==> config.mk <==
export PLATFORM = sky130hd
export DESIGN_NAME = core2axi_pipe_flat
export DESIGN_NICKNAME = d
export VERILOG_FILES = /design/src/rtl/core2axi_pkg.sv /design/src/rtl/core2axi_pipe_if.sv /design/src/rtl/core2axi_txn_fifo.sv /design/src/rtl/core2axi_pipe.sv /design/src/flat_wrapper.sv
export SDC_FILE = /design/constraint.sdc
export NUM_CORES = 1
export LEC_CHECK = 0
export ABC_AREA = 1
export ABC_CLOCK_PERIOD_IN_PS = 3100
export BUFFER_PORTS_ARGS = -buffer_cell sky130_fd_sc_hd__buf_2
export CAP_MARGIN = 20
export CORE_AREA = 2 2 190 192
export DETAILED_ROUTE_END_ITERATION = 7
export DIE_AREA = 0 0 192 194
export HOLD_SLACK_MARGIN = 0.02
export PLACE_DENSITY = 0.42
export SLEW_MARGIN = 20
export SYNTH_ARGS = -nofsm -noshare
export SYNTH_HDL_FRONTEND = slang
export SYNTH_SLANG_ARGS = --single-unit
==> constraint.sdc <==
create_clock -name clk_i -period 3.1 [get_ports clk_i]
set_input_delay 0.31 -clock clk_i [delete_from_list [all_inputs] [get_ports clk_i]]
set_output_delay 0.31 -clock clk_i [all_outputs]
set_load 0.02 [all_outputs]
==> src/rtl/core2axi_pkg.sv <==
// Shared types and helpers for the pipelined core-to-AXI bridge.
package core2axi_pkg;

    typedef enum logic [1:0] {
        RESP_OKAY   = 2'b00,
        RESP_EXOKAY = 2'b01,
        RESP_SLVERR = 2'b10,
        RESP_DECERR = 2'b11
    } resp_t;

    typedef enum logic {
        TXN_READ  = 1'b0,
        TXN_WRITE = 1'b1
    } txn_type_t;

    typedef enum logic [1:0] {
        WR_IDLE    = 2'b00,
        WR_AW_DONE = 2'b01,
        WR_W_DONE  = 2'b10
    } wr_state_t;

    localparam logic [2:0] AXI_SIZE_4B    = 3'b010;
    localparam logic [1:0] AXI_BURST_INCR = 2'b01;

    // 32-bit lane index of a byte address within one AXI data beat
    function automatic logic [1:0] lane_offset(input logic [31:0] addr,
                                               input int unsigned data_width);
        logic [31:0] lane_mask;
        lane_mask = 32'(data_width / 8) - 32'd1;
        return 2'((addr & lane_mask) >> 2);
    endfunction

endpackage

==> src/rtl/core2axi_pipe_if.sv <==
// AXI4 master/slave channel bundle used by the core-to-AXI bridge.
interface core2axi_pipe_if #(
    parameter int unsigned ADDR_WIDTH = 32,
    parameter int unsigned DATA_WIDTH = 64,
    parameter int unsigned ID_WIDTH   = 16,
    parameter int unsigned USER_WIDTH = 10
);
    logic [ID_WIDTH-1:0]     aw_id;
    logic [ADDR_WIDTH-1:0]   aw_addr;
    logic [7:0]              aw_len;
    logic [2:0]              aw_size;
    logic [1:0]              aw_burst;
    logic                    aw_lock;
    logic [3:0]              aw_cache;
    logic [2:0]              aw_prot;
    logic [3:0]              aw_region;
    logic [USER_WIDTH-1:0]   aw_user;
    logic [3:0]              aw_qos;
    logic                    aw_valid;
    logic                    aw_ready;

    logic [DATA_WIDTH-1:0]   w_data;
    logic [DATA_WIDTH/8-1:0] w_strb;
    logic                    w_last;
    logic [USER_WIDTH-1:0]   w_user;
    logic                    w_valid;
    logic                    w_ready;

    logic [ID_WIDTH-1:0]     b_id;
    logic [1:0]              b_resp;
    logic [USER_WIDTH-1:0]   b_user;
    logic                    b_valid;
    logic                    b_ready;

    logic [ID_WIDTH-1:0]     ar_id;
    logic [ADDR_WIDTH-1:0]   ar_addr;
    logic [7:0]              ar_len;
    logic [2:0]              ar_size;
    logic [1:0]              ar_burst;
    logic                    ar_lock;
    logic [3:0]              ar_cache;
    logic [2:0]              ar_prot;
    logic [3:0]              ar_region;
    logic [USER_WIDTH-1:0]   ar_user;
    logic [3:0]              ar_qos;
    logic                    ar_valid;
    logic                    ar_ready;

    logic [ID_WIDTH-1:0]     r_id;
    logic [DATA_WIDTH-1:0]   r_data;
    logic [1:0]              r_resp;
    logic                    r_last;
    logic [USER_WIDTH-1:0]   r_user;
    logic                    r_valid;
    logic                    r_ready;

    modport master (
        output aw_id, aw_addr, aw_len, aw_size, aw_burst, aw_lock, aw_cache,
               aw_prot, aw_region, aw_user, aw_qos, aw_valid,
        input  aw_ready,
        output w_data, w_strb, w_last, w_user, w_valid,
        input  w_ready,
        input  b_id, b_resp, b_user, b_valid,
        output b_ready,
        output ar_id, ar_addr, ar_len, ar_size, ar_burst, ar_lock, ar_cache,
               ar_prot, ar_region, ar_user, ar_qos, ar_valid,
        input  ar_ready,
        input  r_id, r_data, r_resp, r_last, r_user, r_valid,
        output r_ready
    );

    modport slave (
        input  aw_id, aw_addr, aw_len, aw_size, aw_burst, aw_lock, aw_cache,
               aw_prot, aw_region, aw_user, aw_qos, aw_valid,
        output aw_ready,
        input  w_data, w_strb, w_last, w_user, w_valid,
        output w_ready,
        output b_id, b_resp, b_user, b_valid,
        input  b_ready,
        input  ar_id, ar_addr, ar_len, ar_size, ar_burst, ar_lock, ar_cache,
               ar_prot, ar_region, ar_user, ar_qos, ar_valid,
        output ar_ready,
        output r_id, r_data, r_resp, r_last, r_user, r_valid,
        input  r_ready
    );

endinterface

==> src/rtl/core2axi_txn_fifo.sv <==
// In-order FIFO of per-transaction lane offsets; push and pop may coincide even when full.
module core2axi_txn_fifo #(
    parameter int unsigned DEPTH      = 4,
    parameter int unsigned DATA_WIDTH = 1
) (
    input  logic                         clk_i,
    input  logic                         rst_i,
    input  logic                         push_i,
    input  logic [DATA_WIDTH-1:0]        push_data_i,
    input  logic                         pop_i,
    output logic [DATA_WIDTH-1:0]        head_o,
    output logic                         full_o,
    output logic                         empty_o,
    output logic [$clog2(DEPTH+1)-1:0]   count_o
);
    localparam int unsigned PTR_W = (DEPTH > 1) ? $clog2(DEPTH) : 1;
    localparam int unsigned CNT_W = $clog2(DEPTH + 1);

    logic [DATA_WIDTH-1:0] mem [DEPTH];
    logic [PTR_W-1:0]      wr_ptr;
    logic [PTR_W-1:0]      rd_ptr;
    logic [CNT_W-1:0]      count;
    logic                  do_push;
    logic                  do_pop;

    function automatic logic [PTR_W-1:0] ptr_inc(input logic [PTR_W-1:0] ptr);
        return (ptr == PTR_W'(DEPTH - 1)) ? '0 : ptr + PTR_W'(1);
    endfunction

    assign full_o  = (count == CNT_W'(DEPTH));
    assign empty_o = (count == '0);
    assign count_o = count;
    assign head_o  = mem[rd_ptr];

    assign do_pop  = pop_i && !empty_o;
    assign do_push = push_i && (!full_o || do_pop);

    always_ff @(posedge clk_i or posedge rst_i) begin
        if (rst_i) begin
            wr_ptr <= '0;
            rd_ptr <= '0;
            count  <= '0;
        end else begin
            if (do_push) wr_ptr <= ptr_inc(wr_ptr);
            if (do_pop)  rd_ptr <= ptr_inc(rd_ptr);
            case ({do_push, do_pop})
                2'b10:   count <= count + CNT_W'(1);
                2'b01:   count <= count - CNT_W'(1);
                default: count <= count;
            endcase
        end
    end

    always_ff @(posedge clk_i) begin
        if (do_push) mem[wr_ptr] <= push_data_i;
    end

endmodule

==> src/rtl/core2axi_pipe.sv <==
// Core req/gnt/rvalid port to AXI4 single-beat bridge with up to MAX_OUTSTANDING in-order transactions.
module core2axi_pipe
    import core2axi_pkg::*;
#(
    parameter int unsigned AXI4_ADDRESS_WIDTH = 32,
    parameter int unsigned AXI4_DATA_WIDTH    = 64,
    parameter int unsigned AXI4_ID_WIDTH      = 16,
    parameter int unsigned AXI4_USER_WIDTH    = 10,
    parameter int unsigned MAX_OUTSTANDING    = 4,
    parameter int unsigned AXI_ID_VALUE       = 0
) (
    input  logic                          clk_i,
    input  logic                          rst_i,

    input  logic                          data_req_i,
    output logic                          data_gnt_o,
    output logic                          data_rvalid_o,
    output logic                          data_err_o,
    input  logic [AXI4_ADDRESS_WIDTH-1:0] data_addr_i,
    input  logic                          data_we_i,
    input  logic [3:0]                    data_be_i,
    input  logic [31:0]                   data_wdata_i,
    output logic [31:0]                   data_rdata_o,

    core2axi_pipe_if.master               axi
);
    localparam int unsigned NUM_LANES = AXI4_DATA_WIDTH / 32;
    localparam int unsigned LANE_BITS = $clog2(NUM_LANES);
    localparam int unsigned OFF_W     = (LANE_BITS > 0) ? LANE_BITS : 1;
    localparam int unsigned CNT_W     = $clog2(MAX_OUTSTANDING + 1);

    if (!(AXI4_DATA_WIDTH == 32 || AXI4_DATA_WIDTH == 64 || AXI4_DATA_WIDTH == 128)) begin : g_bad_data_width
        $error("core2axi_pipe: AXI4_DATA_WIDTH must be 32, 64 or 128");
    end
    if (MAX_OUTSTANDING < 1 || MAX_OUTSTANDING > 16) begin : g_bad_outstanding
        $error("core2axi_pipe: MAX_OUTSTANDING must be in 1..16");
    end

    txn_type_t                   outstanding_we;
    wr_state_t                   wr_state;
    wr_state_t                   wr_state_next;
    logic                        aw_done;
    logic                        w_done;
    logic                        issue_ok;
    logic                        same_type;
    logic                        aw_hs;
    logic                        w_hs;
    logic                        rd_grant;
    logic                        wr_grant;
    logic                        grant;
    logic                        r_ready;
    logic                        b_ready;
    logic                        r_fire;
    logic                        b_fire;
    logic                        rsp;
    logic [1:0]                  addr_lane;
    logic [OFF_W-1:0]            push_off;
    logic [OFF_W-1:0]            head_off;
    logic                        fifo_full;
    logic                        fifo_empty;
    logic [CNT_W-1:0]            count;
    logic [NUM_LANES-1:0][3:0]   strb_lanes;
    logic [NUM_LANES-1:0][31:0]  r_lanes;

    // Mixing reads and writes would let B and R responses overtake each other, so a type switch waits for the pipe to drain
    assign same_type = ((outstanding_we == TXN_WRITE) == data_we_i);
    assign issue_ok  = data_req_i && !fifo_full && (fifo_empty || same_type);

    assign axi.ar_valid = issue_ok && !data_we_i;
    assign axi.aw_valid = issue_ok && data_we_i && !aw_done;
    assign axi.w_valid  = issue_ok && data_we_i && !w_done;

    assign rd_grant = axi.ar_valid && axi.ar_ready;
    assign aw_hs    = axi.aw_valid && axi.aw_ready;
    assign w_hs     = axi.w_valid && axi.w_ready;
    assign wr_grant = issue_ok && data_we_i && (aw_done || aw_hs) && (w_done || w_hs);
    assign grant    = rd_grant || wr_grant;

    assign data_gnt_o = grant;

    always_ff @(posedge clk_i or posedge rst_i) begin
        if (rst_i) wr_state <= WR_IDLE;
        else       wr_state <= wr_state_next;
    end

    always_comb begin
        wr_state_next = wr_state;
        unique case (wr_state)
            WR_IDLE: begin
                if (!wr_grant) begin
                    if (aw_hs)     wr_state_next = WR_AW_DONE;
                    else if (w_hs) wr_state_next = WR_W_DONE;
                end
            end
            WR_AW_DONE, WR_W_DONE: begin
                if (wr_grant) wr_state_next = WR_IDLE;
            end
            default: wr_state_next = WR_IDLE;
        endcase
    end

    always_comb begin
        aw_done = (wr_state == WR_AW_DONE);
        w_done  = (wr_state == WR_W_DONE);
    end

    always_ff @(posedge clk_i or posedge rst_i) begin
        if (rst_i)      outstanding_we <= TXN_READ;
        else if (grant) outstanding_we <= data_we_i ? TXN_WRITE : TXN_READ;
    end

    assign addr_lane = lane_offset(32'(data_addr_i), AXI4_DATA_WIDTH);
    assign push_off  = addr_lane[OFF_W-1:0];

    core2axi_txn_fifo #(
        .DEPTH      (MAX_OUTSTANDING),
        .DATA_WIDTH (OFF_W)
    ) u_txn_fifo (
        .clk_i       (clk_i),
        .rst_i       (rst_i),
        .push_i      (grant),
        .push_data_i (push_off),
        .pop_i       (rsp),
        .head_o      (head_off),
        .full_o      (fifo_full),
        .empty_o     (fifo_empty),
        .count_o     (count)
    );

    assign r_ready     = !fifo_empty && (outstanding_we == TXN_READ);
    assign b_ready     = !fifo_empty && (outstanding_we == TXN_WRITE);
    assign axi.r_ready = r_ready;
    assign axi.b_ready = b_ready;

    assign r_fire = axi.r_valid && r_ready;
    assign b_fire = axi.b_valid && b_ready;
    assign rsp    = r_fire || b_fire;

    assign data_rvalid_o = rsp;
    assign data_err_o    = r_fire ? axi.r_resp[1] : (b_fire ? axi.b_resp[1] : 1'b0);

    assign r_lanes      = axi.r_data;
    assign data_rdata_o = r_fire ? r_lanes[head_off] : '0;

    always_comb begin
        strb_lanes           = '0;
        strb_lanes[push_off] = data_be_i;
    end

    assign axi.w_data = {NUM_LANES{data_wdata_i}};
    assign axi.w_strb = strb_lanes;
    assign axi.w_last = 1'b1;
    assign axi.w_user = '0;

    assign axi.aw_id     = AXI4_ID_WIDTH'(AXI_ID_VALUE);
    assign axi.aw_addr   = data_addr_i;
    assign axi.aw_len    = 8'd0;
    assign axi.aw_size   = AXI_SIZE_4B;
    assign axi.aw_burst  = AXI_BURST_INCR;
    assign axi.aw_lock   = 1'b0;
    assign axi.aw_cache  = 4'd0;
    assign axi.aw_prot   = 3'd0;
    assign axi.aw_region = 4'd0;
    assign axi.aw_user   = '0;
    assign axi.aw_qos    = 4'd0;

    assign axi.ar_id     = AXI4_ID_WIDTH'(AXI_ID_VALUE);
    assign axi.ar_addr   = data_addr_i;
    assign axi.ar_len    = 8'd0;
    assign axi.ar_size   = AXI_SIZE_4B;
    assign axi.ar_burst  = AXI_BURST_INCR;
    assign axi.ar_lock   = 1'b0;
    assign axi.ar_cache  = 4'd0;
    assign axi.ar_prot   = 3'd0;
    assign axi.ar_region = 4'd0;
    assign axi.ar_user   = '0;
    assign axi.ar_qos    = 4'd0;

    logic unused_sigs;
    assign unused_sigs = ^{axi.b_id, axi.b_resp[0], axi.b_user, axi.r_id, axi.r_resp[0],
                           axi.r_last, axi.r_user, addr_lane, count};

endmodule

==> src/flat_wrapper.sv <==
// flat-port wrapper written by rule: the top's interface ports become plain ports
module core2axi_pipe_flat import core2axi_pkg::*;
#(
    parameter int unsigned AXI4_ADDRESS_WIDTH = 32,
    parameter int unsigned AXI4_DATA_WIDTH    = 64,
    parameter int unsigned AXI4_ID_WIDTH      = 16,
    parameter int unsigned AXI4_USER_WIDTH    = 10,
    parameter int unsigned MAX_OUTSTANDING    = 4,
    parameter int unsigned AXI_ID_VALUE       = 0
)
  (clk_i, rst_i, data_req_i, data_gnt_o, data_rvalid_o, data_err_o, data_addr_i, data_we_i, data_be_i, data_wdata_i, data_rdata_o, axi_aw_id, axi_aw_addr, axi_aw_len, axi_aw_size, axi_aw_burst, axi_aw_lock, axi_aw_cache, axi_aw_prot, axi_aw_region, axi_aw_user, axi_aw_qos, axi_aw_valid, axi_aw_ready, axi_w_data, axi_w_strb, axi_w_last, axi_w_user, axi_w_valid, axi_w_ready, axi_b_id, axi_b_resp, axi_b_user, axi_b_valid, axi_b_ready, axi_ar_id, axi_ar_addr, axi_ar_len, axi_ar_size, axi_ar_burst, axi_ar_lock, axi_ar_cache, axi_ar_prot, axi_ar_region, axi_ar_user, axi_ar_qos, axi_ar_valid, axi_ar_ready, axi_r_id, axi_r_data, axi_r_resp, axi_r_last, axi_r_user, axi_r_valid, axi_r_ready);
  core2axi_pipe_if #(.ADDR_WIDTH(32), .DATA_WIDTH(64), .ID_WIDTH(16), .USER_WIDTH(10)) axi_i ();
  input  logic clk_i;
  input  logic rst_i;
  input  logic data_req_i;
  output logic data_gnt_o;
  output logic data_rvalid_o;
  output logic data_err_o;
  input  logic [AXI4_ADDRESS_WIDTH-1:0] data_addr_i;
  input  logic data_we_i;
  input  logic [3:0] data_be_i;
  input  logic [31:0] data_wdata_i;
  output logic [31:0] data_rdata_o;
  output wire logic [$bits(axi_i.aw_id)-1:0] axi_aw_id;
  output wire logic [$bits(axi_i.aw_addr)-1:0] axi_aw_addr;
  output wire logic [$bits(axi_i.aw_len)-1:0] axi_aw_len;
  output wire logic [$bits(axi_i.aw_size)-1:0] axi_aw_size;
  output wire logic [$bits(axi_i.aw_burst)-1:0] axi_aw_burst;
  output wire logic [$bits(axi_i.aw_lock)-1:0] axi_aw_lock;
  output wire logic [$bits(axi_i.aw_cache)-1:0] axi_aw_cache;
  output wire logic [$bits(axi_i.aw_prot)-1:0] axi_aw_prot;
  output wire logic [$bits(axi_i.aw_region)-1:0] axi_aw_region;
  output wire logic [$bits(axi_i.aw_user)-1:0] axi_aw_user;
  output wire logic [$bits(axi_i.aw_qos)-1:0] axi_aw_qos;
  output wire logic [$bits(axi_i.aw_valid)-1:0] axi_aw_valid;
  input wire logic [$bits(axi_i.aw_ready)-1:0] axi_aw_ready;
  output wire logic [$bits(axi_i.w_data)-1:0] axi_w_data;
  output wire logic [$bits(axi_i.w_strb)-1:0] axi_w_strb;
  output wire logic [$bits(axi_i.w_last)-1:0] axi_w_last;
  output wire logic [$bits(axi_i.w_user)-1:0] axi_w_user;
  output wire logic [$bits(axi_i.w_valid)-1:0] axi_w_valid;
  input wire logic [$bits(axi_i.w_ready)-1:0] axi_w_ready;
  input wire logic [$bits(axi_i.b_id)-1:0] axi_b_id;
  input wire logic [$bits(axi_i.b_resp)-1:0] axi_b_resp;
  input wire logic [$bits(axi_i.b_user)-1:0] axi_b_user;
  input wire logic [$bits(axi_i.b_valid)-1:0] axi_b_valid;
  output wire logic [$bits(axi_i.b_ready)-1:0] axi_b_ready;
  output wire logic [$bits(axi_i.ar_id)-1:0] axi_ar_id;
  output wire logic [$bits(axi_i.ar_addr)-1:0] axi_ar_addr;
  output wire logic [$bits(axi_i.ar_len)-1:0] axi_ar_len;
  output wire logic [$bits(axi_i.ar_size)-1:0] axi_ar_size;
  output wire logic [$bits(axi_i.ar_burst)-1:0] axi_ar_burst;
  output wire logic [$bits(axi_i.ar_lock)-1:0] axi_ar_lock;
  output wire logic [$bits(axi_i.ar_cache)-1:0] axi_ar_cache;
  output wire logic [$bits(axi_i.ar_prot)-1:0] axi_ar_prot;
  output wire logic [$bits(axi_i.ar_region)-1:0] axi_ar_region;
  output wire logic [$bits(axi_i.ar_user)-1:0] axi_ar_user;
  output wire logic [$bits(axi_i.ar_qos)-1:0] axi_ar_qos;
  output wire logic [$bits(axi_i.ar_valid)-1:0] axi_ar_valid;
  input wire logic [$bits(axi_i.ar_ready)-1:0] axi_ar_ready;
  input wire logic [$bits(axi_i.r_id)-1:0] axi_r_id;
  input wire logic [$bits(axi_i.r_data)-1:0] axi_r_data;
  input wire logic [$bits(axi_i.r_resp)-1:0] axi_r_resp;
  input wire logic [$bits(axi_i.r_last)-1:0] axi_r_last;
  input wire logic [$bits(axi_i.r_user)-1:0] axi_r_user;
  input wire logic [$bits(axi_i.r_valid)-1:0] axi_r_valid;
  output wire logic [$bits(axi_i.r_ready)-1:0] axi_r_ready;
  assign axi_aw_id = axi_i.aw_id;
  assign axi_aw_addr = axi_i.aw_addr;
  assign axi_aw_len = axi_i.aw_len;
  assign axi_aw_size = axi_i.aw_size;
  assign axi_aw_burst = axi_i.aw_burst;
  assign axi_aw_lock = axi_i.aw_lock;
  assign axi_aw_cache = axi_i.aw_cache;
  assign axi_aw_prot = axi_i.aw_prot;
  assign axi_aw_region = axi_i.aw_region;
  assign axi_aw_user = axi_i.aw_user;
  assign axi_aw_qos = axi_i.aw_qos;
  assign axi_aw_valid = axi_i.aw_valid;
  assign axi_i.aw_ready = axi_aw_ready;
  assign axi_w_data = axi_i.w_data;
  assign axi_w_strb = axi_i.w_strb;
  assign axi_w_last = axi_i.w_last;
  assign axi_w_user = axi_i.w_user;
  assign axi_w_valid = axi_i.w_valid;
  assign axi_i.w_ready = axi_w_ready;
  assign axi_i.b_id = axi_b_id;
  assign axi_i.b_resp = axi_b_resp;
  assign axi_i.b_user = axi_b_user;
  assign axi_i.b_valid = axi_b_valid;
  assign axi_b_ready = axi_i.b_ready;
  assign axi_ar_id = axi_i.ar_id;
  assign axi_ar_addr = axi_i.ar_addr;
  assign axi_ar_len = axi_i.ar_len;
  assign axi_ar_size = axi_i.ar_size;
  assign axi_ar_burst = axi_i.ar_burst;
  assign axi_ar_lock = axi_i.ar_lock;
  assign axi_ar_cache = axi_i.ar_cache;
  assign axi_ar_prot = axi_i.ar_prot;
  assign axi_ar_region = axi_i.ar_region;
  assign axi_ar_user = axi_i.ar_user;
  assign axi_ar_qos = axi_i.ar_qos;
  assign axi_ar_valid = axi_i.ar_valid;
  assign axi_i.ar_ready = axi_ar_ready;
  assign axi_i.r_id = axi_r_id;
  assign axi_i.r_data = axi_r_data;
  assign axi_i.r_resp = axi_r_resp;
  assign axi_i.r_last = axi_r_last;
  assign axi_i.r_user = axi_r_user;
  assign axi_i.r_valid = axi_r_valid;
  assign axi_r_ready = axi_i.r_ready;
  core2axi_pipe #(.AXI4_ADDRESS_WIDTH(AXI4_ADDRESS_WIDTH), .AXI4_DATA_WIDTH(AXI4_DATA_WIDTH), .AXI4_ID_WIDTH(AXI4_ID_WIDTH), .AXI4_USER_WIDTH(AXI4_USER_WIDTH), .MAX_OUTSTANDING(MAX_OUTSTANDING), .AXI_ID_VALUE(AXI_ID_VALUE)) u_core (.clk_i(clk_i), .rst_i(rst_i), .data_req_i(data_req_i), .data_gnt_o(data_gnt_o), .data_rvalid_o(data_rvalid_o), .data_err_o(data_err_o), .data_addr_i(data_addr_i), .data_we_i(data_we_i), .data_be_i(data_be_i), .data_wdata_i(data_wdata_i), .data_rdata_o(data_rdata_o), .axi(axi_i));
endmodule
==> run summary, run 1 <==
Seq/Total Area, Yosys: 9.94%
Ys Warns: 0
endpoint class of the critical path: output pin
first-pass GRT wire length: 11200 um
fmax: 398 MHz
PD cells: 686 nW/um^2
CP required: 2.79 ns
Syn Area/Cell: 7.56 um^2
sw frac: 59.1%
commonest cells after routing, fill and taps aside: buf_2, conb_1, inv_1, a21oi_2, o21ai_2
WP data arrival: 2.21 ns
clock skew: 0.00267 ns
Diodes inserted: 0
R2R depth: 13
post-synthesis instance area: 3720 um^2
drt drc: 0
drt first-iter violations: 65
Combinational Power Share: 76.2%
CTS root buffer: clkbuf_16
Post-Place Worst Slack: 0.737 ns
clock slew at reported path FFs: 0.05 ns
total number of vias: 2378
net switching power: 1.42 mW
Die Ht: 194 um
max-cap violations: 0
Least-Margin Pin Slew: 0.529 ns
Static Leak: 1.85 nW
Layout area overhead: -5.64%
# IOs: 495
fillers: 4163
vias per inst: 2.50
worst vdd ir: 0.239 mV
Hold Path Class: in2async
Worst-Skew Late Latency: 0.24 ns
period utilisation layout: 81.1%
Post CTS Setup Buffer Count: 0
internal power: 985 uW
Cell Rows: 69
TritonCTS clock tree: done
Final HPWL DP: 7210 um
setup_tns: 0 ns
CTS H-tree depth: 1
share of power burned in registers: 13.6%
clock share of power: 10.3%
number of global-route vias before repair: 2007
post-route setup slack: 0.584 ns
Core ar.: 35200 um^2
fin nets: 698
cts repair resizes: 0
leading cell type in the layout, fill and taps excluded: buf_2
Routed Antenna Nets: 0
Initial Util: 10.6%
Setup violations, final: 0
RSZ-0062 raised after global routing: false
library cells used by synthesis: 30
Inserted Clock Buffers: 3
worst reg-to-reg setup slack: 0.75 ns
CP max FO: 20
GPL Wtd Cong: 0.687
port bufs: 129
post-layout minimum cycle time: 2.52 ns
all-layer global routing usage: 3.94%
flops & latches, synth: 14
grt total ovfl: 0
clock sinks: 14
Routed WL: 8550 um
CTS Hold Bufs: 0
Syn Inst Count: 493
Setup CP Type: reg2out
crit start category: register
area leader, netlist: buf_4
max-slew violation count: 0
area share of the largest cell type after synthesis: 50.6%
initial antenna violation count: 0
total iterations of the first detailed-routing run: 2
Clock Path Buffers: 2
top cells by area, synth: buf_4, a21oi_2, o21ai_2, dfrtp_1, inv_1
largest net degree at the start of global routing: 34
Die Area: 37200 um^2
Final Hold Violating Endpoints: 0
status: complete, no violations
relative slew slack: 64.8%
wire length per cell: 9.00 um
Die X-Extent: 192 um
share of layout cells above drive strength 1: 44.6%
[through the flow]
stage               area (um^2)  hold slack [ns]  utilization (%)  instances  power [mW]
finish                     3510           0.0629             9.98        950        2.41
global route               3510           0.0879             9.98        950        2.63
CTS                        3510           0.0781             9.98        950        2.46
detailed placement         3440            0.338             9.75        946        2.21
global placement           3440            0.332             9.75        946        2.18
floorplan                  4170            0.150                -        612        2.15
[critical path: stages, from the launching register on]
cell	delay, ns
dfrtp_1	0.41
inv_1	0.11
nor2_1	0.07
o22ai_4	0.44
buf_4	0.42
o21ai_0	0.17
a21oi_1	0.15
buf_2	0.18
[kinds of logic (layout without fill, tap and decap cells)]
family                     count (synthesis)  in the layout  synth area share [%]
buffers and inverters                    326            203                  60.5
AOI/OAI and AO/OA                         77             77                  16.7
and+or+nand+nor                           62             62                  8.60
DFF                                       14             14                  9.94
adders and majority gates                 10             10                  3.56
other                                      2            121                 0.202
xor gates and xnor gates                   2              2                 0.470
[power groups by stage]
| stage | Combinational, mW | Clock, mW | Sequential (mW) |
|---|---|---|---|
| after CTS | 1.88 | 0.253 | 0.328 |
| final | 1.83 | 0.248 | 0.327 |
| after floorplan | 1.84 | 0 | 0.314 |
| after global routing | 2.03 | 0.264 | 0.339 |
| after global placement | 1.85 | 0 | 0.329 |
| after detailed placement | 1.88 | 0 | 0.331 |
[area by class of cell]
| type | count | area, um^2 | share of cell area, % |
|---|---|---|---|
| clock buffer | 4 | 78.8 | 2.24 |
| inverter | 67 | 262 | 7.44 |
| multi-input combinational | 272 | 1550 | 44.0 |
| sequential | 14 | 370 | 10.5 |
| tap | 461 | 577 | 16.4 |
| timing repair buffer | 132 | 681 | 19.4 |
[cells in the mapped netlist, drive strengths merged]
cell type  number
a21oi          35
buf           258
clkbuf          1
conb            2
dfrtp          10
edfxtp          4
fa              1
ha              9
inv            67
nand2          31
nand3           6
nand3b          2
nand4           2
nor2           21
o21ai          41
o22ai           1
xnor2           2
[registers in the layout (all words and copies together) (netlist names)]
name and cells:
u_core.outstanding_we 1, u_core.u_txn_fifo.rd_ptr 2, u_core.u_txn_fifo.wr_ptr 2, u_core.u_txn_fifo.count_o 3
u_core.wr_state 2, u_core.u_txn_fifo.mem 4
[worst paths after layout]
kind / startpoint / to
setup / recovery: u_core.u_txn_fifo.rd_ptr[0] / data_rdata_o[30]
hold / removal: rst_i / u_core.u_txn_fifo.wr_ptr[1]
setup reg to reg: u_core.wr_state[0] / u_core.u_txn_fifo.count_o[2]
hold reg to reg: u_core.wr_state[1] / u_core.wr_state[1]
max in group asynchronous: rst_i / u_core.u_txn_fifo.rd_ptr[0]
min in group clk_i: axi_b_valid / u_core.u_txn_fifo.rd_ptr[1]
[metal layers]
layer	up-vias	track usage, %	part of all wire (%)
li1	1128	-	-
met1	1017	4.75	39
met2	209	5.28	42
met3	22	2.84	16
met4	2	1.36	1.7
met5	-	1.19	0.47
No activity file was read; power rests on OpenSTA's default activity.
==> inputs of run 2 (changes only) <==
- ABC_CLOCK_PERIOD_IN_PS: 3100 -> 2500
- clock period: 3.1 -> 2.5 ns (I/O delays scaled with it)
==> run 2 against run 1 <==
Clock power rose by 21%. Via count fell by 1.2%. Clock skew fell by 0.0017 ns. Critical path type is now reg2reg.
==> run summary, run 2 (synthesis results as in run 1) <==
largest net degree at the start of global routing: 31
GPL Wtd Cong: 0.700
drt first-iter violations: 48
RSZ-0062 raised after global routing: false
Die Area: 37200 um^2
# IOs: 495
Die Ht: 194 um
vias per inst: 2.46
Setup violations, final: 0
Die X-Extent: 192 um
Inserted Clock Buffers: 3
PD cells: 853 nW/um^2
wire length per cell: 8.94 um
status: complete, no violations
CP max FO: 5
setup_tns: 0 ns
Worst-Skew Late Latency: 0.24 ns
fillers: 4159
Routed Antenna Nets: 0
number of global-route vias before repair: 1961
period utilisation layout: 93.0%
clock slew at reported path FFs: 0.05 ns
CTS H-tree depth: 1
Finished Core Util: 10.1%
fmax: 430 MHz
clock skew: 0.000973 ns
worst hold slack: 0.00302 ns
total iterations of the first detailed-routing run: 4
drt drc: 0
Routed WL: 8540 um
Clock Path Buffers: 2
clock sinks: 14
crit start category: register
total number of vias: 2349
Overall Power: 3.04 mW
TritonCTS clock tree: done
Reg with most FFs: u_core.u_txn_fifo.mem
initial antenna violation count: 0
crit path from: u_core.wr_state[0]
post-layout minimum cycle time: 2.32 ns
Final HPWL DP: 7360 um
Static Leak: 1.88 nW
Final Hold Violating Endpoints: 0
worst reg-to-reg setup slack: 0.18 ns
WP data arrival: 2.48 ns
first-pass GRT wire length: 11200 um
fin nets: 703
max-cap violations: 0
Post-Place Worst Slack: 0.159 ns
share of layout cells above drive strength 1: 45.1%
Cell Rows: 69
commonest cells after routing, fill and taps aside: buf_2, conb_1, inv_1, a21oi_2, o21ai_2
endpoint class of the critical path: register
CTS root buffer: clkbuf_16
Initial Util: 10.6%
all-layer global routing usage: 3.98%
Hold Path Class: in2async
CP required: 2.65 ns
Setup CP Type: reg2reg
worst vdd ir: 0.287 mV
Layout area overhead: -4.30%
max-slew violation count: 0
Core ar.: 35200 um^2
grt total ovfl: 0
RR Startpoint: u_core.wr_state[0]
port bufs: 129
leading cell type in the layout, fill and taps excluded: buf_2
Diodes inserted: 0
post-route setup slack: 0.176 ns
max reg flops: 4
## run 2: cell count changes in the layout (fill, tap and decap cells not counted)
cell,delta
clkbuf_1,-1
clkinv_1,+1
buf_4,+4
buf_12,+1
## run 2: worst max-delay path, stage by stage (launching register included)
cell and delay [ns]:
dfrtp_1 0.39, inv_1 0.08, ha_1 0.18, inv_1 0.06, a21oi_1 0.19, nand4_1 0.24
nand2_4 0.16, inv_4 0.06, ha_1 0.18, inv_1 0.09, fa_1 0.42, o21ai_0 0.17
## run 2: stage by stage
| stage | instance area (um^2) | instances |
|---|---|---|
| finish | 3560 | 955 |
| global route | 3560 | 955 |
| CTS | 3560 | 954 |
| detailed placement | 3480 | 950 |
| global placement | 3480 | 950 |
| floorplan | 4170 | 612 |
## run 2: what timing repair did
item / 4_1_cts / 5_1_grt
endpoints found under the setup margin: 0 / 2
buffers inserted: 0 / 1
gates resized for setup: 0 / 0
hold buffers: 0 / 0
## run 2: worst paths after layout
path,endpoint,depth (start not counted)
max,u_core.u_txn_fifo.count_o[1],11
min,u_core.u_txn_fifo.wr_ptr[1],2
max reg2reg,u_core.u_txn_fifo.count_o[1],11
min reg2reg,u_core.wr_state[1],2
max in group asynchronous,u_core.wr_state[1],2
min in group clk_i,u_core.u_txn_fifo.rd_ptr[0],4
## run 2: routing by layer
| metal | global-route usage (%) | share of wire (%) |
|---|---|---|
| met1 | 4.85 | 40 |
| met2 | 5.29 | 41 |
| met3 | 2.93 | 17 |
| met4 | 1.27 | 1.6 |
| met5 | 0.796 | 0.47 |
## run 2: where the power goes
| group | total, mW | switching (mW) | internal (mW) |
|---|---|---|---|
| combinational | 2.34 | 1.59 | 0.749 |
| clock | 0.301 | 0.0901 | 0.211 |
| sequential | 0.402 | 0.0829 | 0.319 |
| total | 3.04 | 1.76 | 1.28 |
## run 2: area by class of cell
cell class | instances | area (um^2) | share of cell area, %
clock buffer | 3 | 75.1 | 2.11
timing repair buffer | 137 | 731 | 20.5
clock inverter | 1 | 3.75 | 0.105
tap | 461 | 577 | 16.2
inverter | 67 | 262 | 7.34
multi-input combinational | 272 | 1550 | 43.4
sequential | 14 | 370 | 10.4
